<file path="src/rtl/jogo_pkg.sv">
// rtl/jogo_pkg.sv - shared state codes, button count and cell decoding for the play detector
package jogo_pkg;

    localparam int N_BOTOES = 9;

    localparam logic [2:0] OCIOSO        = 3'd0;
    localparam logic [2:0] FILTRANDO     = 3'd1;
    localparam logic [2:0] VALIDA        = 3'd2;
    localparam logic [2:0] ESPERA_SOLTAR = 3'd3;

    // Returns the 1-based cell of a one-hot button vector, 0 when zero or multiple bits are set.
    function automatic logic [3:0] onehot_para_posicao(input logic [8:0] v);
        logic [3:0] p;
        p = 4'd0;
        if ($countones(v) == 1) begin
            for (int i = 0; i < 9; i++) begin
                if (v[i]) p = 4'(i + 1);
            end
        end
        return p;
    endfunction

endpackage

</file>
<file path="src/rtl/sincronizador_2ff.sv">
// rtl/sincronizador_2ff.sv - two-flop synchronizer for asynchronous button inputs
module sincronizador_2ff #(
    parameter int WIDTH = 9
) (
    input  logic             clock,
    input  logic             reset,
    input  logic [WIDTH-1:0] async_i,
    output logic [WIDTH-1:0] sinc_o
);

    logic [WIDTH-1:0] meta_q;
    logic [WIDTH-1:0] sinc_q;

    always_ff @(posedge clock) begin
        if (reset) begin
            meta_q <= '0;
            sinc_q <= '0;
        end else begin
            meta_q <= async_i;
            sinc_q <= meta_q;
        end
    end

    assign sinc_o = sinc_q;

endmodule

</file>
<file path="src/rtl/detector_jogada.sv">
// rtl/detector_jogada.sv - debounced single-press play detector; DETECTOR_DEBOUNCE_EN enables the D-cycle filter
module detector_jogada
    import jogo_pkg::*;
#(
    parameter int N_BOTOES        = 9,
    parameter int DEBOUNCE_CICLOS = 1
) (
    input  logic                clock,
    input  logic                reset,
    input  logic                habilita,
    input  logic [N_BOTOES-1:0] botoes,
    output logic                jogada_valida,
    output logic                jogada_invalida,
    output logic [3:0]          posicao,
    output logic                tem_jogada,
    output logic [2:0]          db_estado
);

`ifdef DETECTOR_DEBOUNCE_EN
    localparam int D = (DEBOUNCE_CICLOS < 1) ? 1 : DEBOUNCE_CICLOS;
`else
    // Fast build: the parameter stays in the interface but the filter is one cycle.
    localparam int D = 1 + 0 * DEBOUNCE_CICLOS;
`endif
    localparam int CW = (D < 2) ? 1 : $clog2(D + 1);
    localparam logic [CW-1:0] CNT_D   = CW'(D);
    localparam logic [CW-1:0] CNT_UM  = CW'(1);

    logic [N_BOTOES-1:0] sinc;

    sincronizador_2ff #(.WIDTH(N_BOTOES)) u_sinc (
        .clock   (clock),
        .reset   (reset),
        .async_i (botoes),
        .sinc_o  (sinc)
    );

    logic [2:0]          state_q, state_d;
    logic [CW-1:0]       cnt_q, cnt_d;
    logic [N_BOTOES-1:0] amostra_q, amostra_d;
    logic [3:0]          posicao_q, posicao_d;
    logic                valida_q, valida_d;
    logic                invalida_q, invalida_d;
    logic                tem_q;
    logic [3:0]          pos_amostra;

    assign pos_amostra = onehot_para_posicao(amostra_q);

    always_comb begin
        state_d    = state_q;
        cnt_d      = cnt_q;
        amostra_d  = amostra_q;
        posicao_d  = posicao_q;
        valida_d   = 1'b0;
        invalida_d = 1'b0;
        case (state_q)
            OCIOSO: begin
                if (sinc != '0) begin
                    if (habilita) begin
                        amostra_d = sinc;
                        cnt_d     = CNT_UM;
                        state_d   = FILTRANDO;
                    end else begin
                        // A press made while plays are disabled must be released before it can count.
                        cnt_d   = '0;
                        state_d = ESPERA_SOLTAR;
                    end
                end
            end
            FILTRANDO: begin
                if (!habilita) begin
                    cnt_d   = '0;
                    state_d = ESPERA_SOLTAR;
                end else if (sinc == '0) begin
                    cnt_d   = '0;
                    state_d = OCIOSO;
                end else if (sinc != amostra_q) begin
                    amostra_d = sinc;
                    cnt_d     = CNT_UM;
                end else if (cnt_q == CNT_D) begin
                    state_d = VALIDA;
                    if (pos_amostra != 4'd0) begin
                        valida_d  = 1'b1;
                        posicao_d = pos_amostra;
                    end else begin
                        invalida_d = 1'b1;
                    end
                end else begin
                    cnt_d = cnt_q + CNT_UM;
                end
            end
            VALIDA: begin
                cnt_d   = '0;
                state_d = ESPERA_SOLTAR;
            end
            ESPERA_SOLTAR: begin
                if (sinc != '0) begin
                    cnt_d = '0;
                end else if (cnt_q == CNT_D) begin
                    cnt_d   = '0;
                    state_d = OCIOSO;
                end else begin
                    cnt_d = cnt_q + CNT_UM;
                end
            end
            default: begin
                cnt_d   = '0;
                state_d = OCIOSO;
            end
        endcase
    end

    always_ff @(posedge clock) begin
        if (reset) begin
            state_q    <= OCIOSO;
            cnt_q      <= '0;
            amostra_q  <= '0;
            posicao_q  <= 4'd0;
            valida_q   <= 1'b0;
            invalida_q <= 1'b0;
            tem_q      <= 1'b0;
        end else begin
            state_q    <= state_d;
            cnt_q      <= cnt_d;
            amostra_q  <= amostra_d;
            posicao_q  <= posicao_d;
            valida_q   <= valida_d;
            invalida_q <= invalida_d;
            tem_q      <= (state_d != OCIOSO);
        end
    end

    assign jogada_valida   = valida_q;
    assign jogada_invalida = invalida_q;
    assign posicao         = posicao_q;
    assign tem_jogada      = tem_q;
    assign db_estado       = state_q;

endmodule
</file>
<file path="config.mk">
export PLATFORM = sky130hd
export DESIGN_NAME = detector_jogada
export DESIGN_NICKNAME = d
export VERILOG_FILES = /design/src/rtl/jogo_pkg.sv /design/src/rtl/sincronizador_2ff.sv /design/src/rtl/detector_jogada.sv
export SDC_FILE = /design/constraint.sdc
export NUM_CORES = 1
export LEC_CHECK = 0
export CAP_MARGIN = 20
export CORE_UTILIZATION = 49
export DETAILED_ROUTE_END_ITERATION = 6
export PLACE_DENSITY = 0.76
export SYNTH_ARGS = -nofsm -noshare
export SYNTH_HDL_FRONTEND = slang
export SYNTH_SLANG_ARGS = --single-unit
export TNS_END_PERCENT = 100
</file>
<file path="constraint.sdc">
create_clock -name clock -period 4 [get_ports clock]
set_input_delay 1 -clock clock [delete_from_list [all_inputs] [get_ports clock]]
set_output_delay 1 -clock clock [all_outputs]
set_load 0.01 [all_outputs]
</file>
==> flow_metrics.env, run 1 <==
export IMPL_ys_seq_area_share_pct=42.3
export IMPL_antenna_found_initial=0
export IMPL_slowest_delay_ns=0.63
export IMPL_synth_edff_count=0
export IMPL_htreeDepth=2
export IMPL_fp_row_count=21
export IMPL_gp_congestion=0.832
export IMPL_hold_viol_final=0
export IMPL_fin_ws_ns=0.187
export IMPL_grt_pass1_vias=1298
export IMPL_leakagePower_nw=0.796
export IMPL_status="complete, no violations"
export IMPL_end_kind="flop"
export IMPL_rr_worst_depth=9
export IMPL_crit_chain="inv_1, fa_1, fa_1, fa_1, fa_2, fa_1, o31a_1, or4b_2, mux2i_1"
export IMPL_n_antenna_cell=0
export IMPL_synth_compound_area_share_pct=6.67
export IMPL_firstDrtPassIters=4
export IMPL_cts_max_path_buffers=2
export IMPL_root_buffer="clkbuf_4"
export IMPL_crit_arrival_ns=4.08
export IMPL_drt_iter0_markers=54
export IMPL_cts_tree="built"
export IMPL_avgSynthCellArea_um2=9.95
export IMPL_crit_top_cell="fa_1"
export IMPL_area_growth_pct=20.6
export IMPL_p_total_w=0.000735
export IMPL_grt_pass1_wl_um=5600
export IMPL_fillers=299
export IMPL_timing_fmax_mhz=262
export IMPL_grt_usage_pct=18.4
export IMPL_synth_seq_cells=38
export IMPL_synth_fa_ha_area_share_pct=7.64
export IMPL_synth_top_family_by_area="simple AND/OR/NAND/NOR gates"
export IMPL_ys_warn_count=0
export IMPL_slowest_stage="or4b_2"
export IMPL_core_mm2=0.00342
export IMPL_die_w_um=62.6
export IMPL_hold_ws_ns=0.428
export IMPL_ant_nets=0
export IMPL_cts_clk_slew_worst_paths_ns=0.12
export IMPL_worst_pin_slew_ns=0.574
export IMPL_worstPathRequired_ns=4.27
export IMPL_muxShareOfSynthArea_pct=7.23
export IMPL_hp_class="flop to flop"
export IMPL_via_per_inst=4.98
export IMPL_die_area_mm2=0.00392
export IMPL_initial_core_util_pct=52.7
export IMPL_layout_nets=228
export IMPL_whs_path_depth=1
export IMPL_critPathKind="flop to flop"
export IMPL_postCtsSetupRepairBufs=0
export IMPL_drc=0
export IMPL_portBuffers=21
export IMPL_maxCapViolations=0
export IMPL_path_max_fanout=5
export IMPL_multi_input_area_um2=966
export IMPL_dpl_worst_slack_ns=-0.00159
export IMPL_synth_simple_area_share_pct=26.8
export IMPL_grt_max_degree=41
export IMPL_hpwl_um=2350
export IMPL_synth_cell_types=41
export IMPL_avgRoutedWirePerCell_um=12.1
export IMPL_syn_cell_area_mm2=0.00180
export IMPL_ys_flop_type="dfxtp_1"
export IMPL_setup_viol=0
export IMPL_pin_count=22
export IMPL_syn_inst=181
export IMPL_wirelength_um=3100
export IMPL_clkSinkCount=38
export IMPL_grt_overflow=0
export IMPL_numCtsBuffers=5
export IMPL_dr_total_vias=1271
export IMPL_async_flop_share_pct=0
export IMPL_period_needed_ns=3.81
export IMPL_startpoint_type="flop"
export IMPL_post_route_period_util_pct=95.3
export IMPL_seq_area_um2=762
export IMPL_cts_hold_buf=0
export IMPL_slew_limit_headroom_pct=61.4
export IMPL_chipHeight_um=62.6
export IMPL_slew_violations=0
export IMPL_clock_latency_ns=0.34
export IMPL_rsz0062_at_grt="false"
export IMPL_fin_skew_ns=0.0132
export IMPL_pwr_density_cell_mw_per_mm2=339
export IMPL_synthXorXnorAreaFrac_pct=4.38
export IMPL_drive_above_1_share_pct=11.5
export IMPL_synth_nets=201
export IMPL_ir_drop_mv=0.273
==> flip-flops by register name, summed over array words and instances (netlist names) <==
register	cells
amostra_q	9
cnt_q	1
db_estado	3
jogada_invalida	1
jogada_valida	1
posicao	4
tem_jogada	1
u_sinc.meta_q	9
u_sinc.sinc_o	9
==> worst paths after layout <==
path	to	from	slack, ns
max	posicao[3]$_SDFFE_PP0P_	amostra_q[3]$_SDFFE_PP0P_	0.19
min	u_sinc.sinc_o[5]$_SDFF_PP0_	u_sinc.meta_q[5]$_SDFF_PP0_	0.43
max reg2reg	posicao[3]$_SDFFE_PP0P_	amostra_q[3]$_SDFFE_PP0P_	0.19
min reg2reg	u_sinc.sinc_o[5]$_SDFF_PP0_	u_sinc.meta_q[5]$_SDFF_PP0_	0.43
==> power breakdown <==
group | internal (W) | switching [W]
Sequential | 0.000391 | 0.0000102
Clock | 0.000129 | 0.000121
Combinational | 0.0000452 | 0.0000382
Total | 0.000565 | 0.000170
==> critical path, delay by kind of cell, from the launching register on <==
family,cells,cell delay (ns)
buffers and inverters,1,0.08
AOI/OAI and AO/OA,1,0.33
and+or+nand+nor,1,0.63
DFF,1,0.39
adders and majority gates,5,2.16
muxes,1,0.14
==> synth_stat cells (2+ instances only) <==
library cell | number | area share, %
fa_1 | 5 | 5.6
nor4_1 | 2 | 0.69
mux2i_1 | 13 | 7.2
a21oi_1 | 3 | 0.83
xnor2_1 | 9 | 4.4
clkbuf_1 | 5 | 1.0
nand2b_1 | 23 | 8.0
ha_1 | 3 | 2.1
dfxtp_1 | 38 | 42
nor2b_1 | 21 | 7.3
nand3_1 | 3 | 0.83
nor4b_1 | 2 | 0.97
nand2_1 | 5 | 1.0
nor3_1 | 6 | 1.7
or3_1 | 2 | 0.69
inv_1 | 14 | 2.9
a211oi_1 | 3 | 1.3
==> routing by layer <==
layer  track usage (%)  up-vias  routed length (µm)
met2              31.0       33                1540
li1                  -      658                   -
met5                 0        -                   0
met4              9.59        0                  58
met1              21.4      574                1390
met3              4.93        6                 105
==> repair_timing <==
action / 4_1_cts / 5_1_grt
pin swaps: 0 / 0
gates resized for setup: 1 / 2
endpoints found under the setup margin: 1 / 3
==> placed cells by master, fill, tap and decap left out, types with 2 or more instances in the layout <==
| cell | n |
|---|---|
| nand2b_1 | 23 |
| a21oi_1 | 3 |
| clkdlybuf4s50_1 | 21 |
| nor4b_1 | 2 |
| nor2b_1 | 21 |
| nand3_1 | 3 |
| fa_1 | 4 |
| clkinv_2 | 2 |
| nor3_1 | 6 |
| dfxtp_1 | 37 |
| mux2i_1 | 13 |
| or3_1 | 2 |
| nand2_1 | 5 |
| nor4_1 | 2 |
| clkbuf_4 | 5 |
| xnor2_1 | 9 |
| buf_4 | 6 |
| ha_1 | 3 |
| a211oi_1 | 2 |
| inv_1 | 14 |
==> kinds of logic (layout without fill, tap and decap cells) <==
group,count (synthesis),after routing
compound gates,16,16
xor+xnor,9,9
fa+ha+maj,8,8
buf+inv,21,49
flops,38,38
mux,13,13
other cells,1,1
simple gates,75,75
==> metrics by stage <==
stage / area [µm²] / util (%) / instances / setup TNS [ns]
after CTS: 2170 / 63.4 / 255 / 0
after global placement: 2080 / 61.0 / 247 / 0
after global routing: 2170 / 63.6 / 255 / 0
final: 2170 / 63.6 / 255 / 0
after floorplan: 1800 / - / 181 / 0
after detailed placement: 2080 / 61.0 / 247 / -0.00159
==> layout make-up <==
class / instances / area share, %
clock inverters: 3 / 1.84
multi-input cells: 122 / 44.5
inverters: 14 / 2.42
flip-flops and latches: 38 / 35.1
clock buffers: 5 / 1.73
repair buffers: 27 / 11.8
well taps: 46 / 2.65
Power figures use the tool's default switching activity.
==> inputs of run 2 (changes only) <==
--- a/config.mk
+++ b/config.mk
@@ -6,9 +6,11 @@
 export NUM_CORES = 1
 export LEC_CHECK = 0
 export CAP_MARGIN = 20
-export CORE_UTILIZATION = 49
+export CORE_ASPECT_RATIO = 1.25
+export CORE_UTILIZATION = 54
 export DETAILED_ROUTE_END_ITERATION = 6
-export PLACE_DENSITY = 0.76
+export PLACE_DENSITY = 0.8
+export SKIP_LAST_GASP = 1
 export SYNTH_ARGS = -nofsm -noshare
 export SYNTH_HDL_FRONTEND = slang
 export SYNTH_SLANG_ARGS = --single-unit
==> constraint.sdc (replaced) <==
create_clock -name clock -period 3.83 [get_ports clock]
set_input_delay 0.9575 -clock clock [delete_from_list [all_inputs] [get_ports clock]]
set_output_delay 0.9575 -clock clock [all_outputs]
set_load 0.01 [all_outputs]
==> flow_metrics.env, run 2 (synthesis gave the netlist of run 1 again) <==
export IMPL_hold_viol_final=0
export IMPL_slew_limit_headroom_pct=61.5
export IMPL_drc=0
export IMPL_dr_total_vias=1323
export IMPL_path_max_fanout=4
export IMPL_grt_pass1_wl_um=5350
export IMPL_critPathKind="flop to flop"
export IMPL_gr_max_usage_layer="met2"
export IMPL_fin_skew_ns=0.00671
export IMPL_hpwl_um=2500
export IMPL_startpoint_type="flop"
export IMPL_die_area_mm2=0.00357
export IMPL_grt_max_degree=37
export IMPL_initial_core_util_pct=56.4
export IMPL_hp_class="flop to flop"
export IMPL_rsz0062_at_grt="true"
export IMPL_tns_ns=0
export IMPL_ant_nets=0
export IMPL_worst_pin_slew_ns=0.563
export IMPL_period_needed_ns=3.77
export IMPL_maxCapViolations=0
export IMPL_timing_fmax_mhz=266
export IMPL_grt_usage_pct=21.6
export IMPL_final_util_pct=69.4
export IMPL_clkSinkCount=38
export IMPL_crit_arrival_ns=3.98
export IMPL_firstDrtPassIters=4
export IMPL_root_buffer="clkbuf_8"
export IMPL_n_antenna_cell=0
export IMPL_slew_violations=0
export IMPL_wirelength_um=3360
export IMPL_avgRoutedWirePerCell_um=13.4
export IMPL_pwr_density_cell_mw_per_mm2=348
export IMPL_worstPathRequired_ns=4.04
export IMPL_cts_hold_buf=0
export IMPL_leakagePower_nw=0.819
export IMPL_pin_count=22
export IMPL_clock_latency_ns=0.29
export IMPL_antenna_found_initial=0
export IMPL_status="complete, no violations"
export IMPL_grt_pass1_vias=1222
export IMPL_gp_congestion=0.754
export IMPL_cts_tree="built"
export IMPL_post_route_period_util_pct=98.3
export IMPL_die_w_um=53.6
export IMPL_hold_ws_ns=0.440
export IMPL_grtUsageMet1_pct=22.8
export IMPL_cts_max_path_buffers=2
export IMPL_drive_above_1_share_pct=15.0
export IMPL_fin_ws_ns=0.0641
export IMPL_seq_area_um2=763
export IMPL_fillers=248
export IMPL_mostFrequentLayoutCell="dfxtp_1"
export IMPL_layout_nets=232
export IMPL_portBuffers=21
export IMPL_r2r_setup_slack_ns=0.06
export IMPL_grt_overflow=0
export IMPL_setup_viol=0
export IMPL_layout_common_cells="dfxtp_1, nand2b_1, nor2b_1, clkdlybuf4s50_1, mux2i_1"
export IMPL_via_per_inst=5.29
export IMPL_ir_drop_mv=0.375
export IMPL_cts_clk_slew_worst_paths_ns=0.07
export IMPL_multi_input_area_um2=983
export IMPL_numCtsBuffers=5
export IMPL_end_kind="flop"
export IMPL_grtUsageMet3_pct=6.85
export IMPL_chipHeight_um=66.6
export IMPL_htreeDepth=2
export IMPL_core_mm2=0.00319
export IMPL_drt_iter0_markers=31
export IMPL_fp_row_count=23
export IMPL_p_total_w=0.000772
export IMPL_grt_util_met2_pct=37.8
export IMPL_dpl_worst_slack_ns=-0.0950
export IMPL_area_growth_pct=23.1
run 2: metal layers:
metal / wire, µm / vias up
met2: 1790 / 33
li1: - / 668
met4: 81 / 0
met3: 131 / 9
met1: 1350 / 613
met5: 0 / -
run 2: cell type report:
cell class,count,share of cell area [%]
multi-input cells,122,44.4
flip-flops and latches,38,34.4
repair buffers,31,12.9
clock buffers,6,3.27
inverters,14,2.37
well taps,37,2.09
clock inverters,2,0.621
run 2: critical path, cell delays in order, from the launching register on:
cell and delay (ns):
dfxtp_2 0.33, inv_2 0.04, fa_1 0.56, fa_1 0.44, fa_1 0.46, fa_2 0.37
fa_2 0.53, o211ai_1 0.17, or4b_2 0.64, mux2i_1 0.16
run 2: through the flow:
| stage | instance area, µm² | instances |
|---|---|---|
| CTS | 2170 | 247 |
| global placement | 2080 | 239 |
| global route | 2220 | 250 |
| floorplan | 1800 | 181 |
| detailed placement | 2080 | 239 |
| finish | 2220 | 250 |
run 2: worst paths after layout:
kind / startpoint / end / cells after the start
max: amostra_q[0]$_SDFFE_PP0P_ / posicao[3]$_SDFFE_PP0P_ / 9
min: u_sinc.meta_q[7]$_SDFF_PP0_ / u_sinc.sinc_o[7]$_SDFF_PP0_ / 1
max reg2reg: amostra_q[0]$_SDFFE_PP0P_ / posicao[3]$_SDFFE_PP0P_ / 9
min reg2reg: u_sinc.meta_q[7]$_SDFF_PP0_ / u_sinc.sinc_o[7]$_SDFF_PP0_ / 1
run 2: repair_timing:
item,CTS,global route
endpoints found under the setup margin,4,4
resized for setup,2,7
setup buffers,0,3
pin swaps,1,1
run 2: power breakdown:
part	internal (W)	switching (W)
clock	0.000128	0.000132
sequential	0.000408	0.0000109
combinational	0.0000508	0.0000427
total	0.000587	0.000185
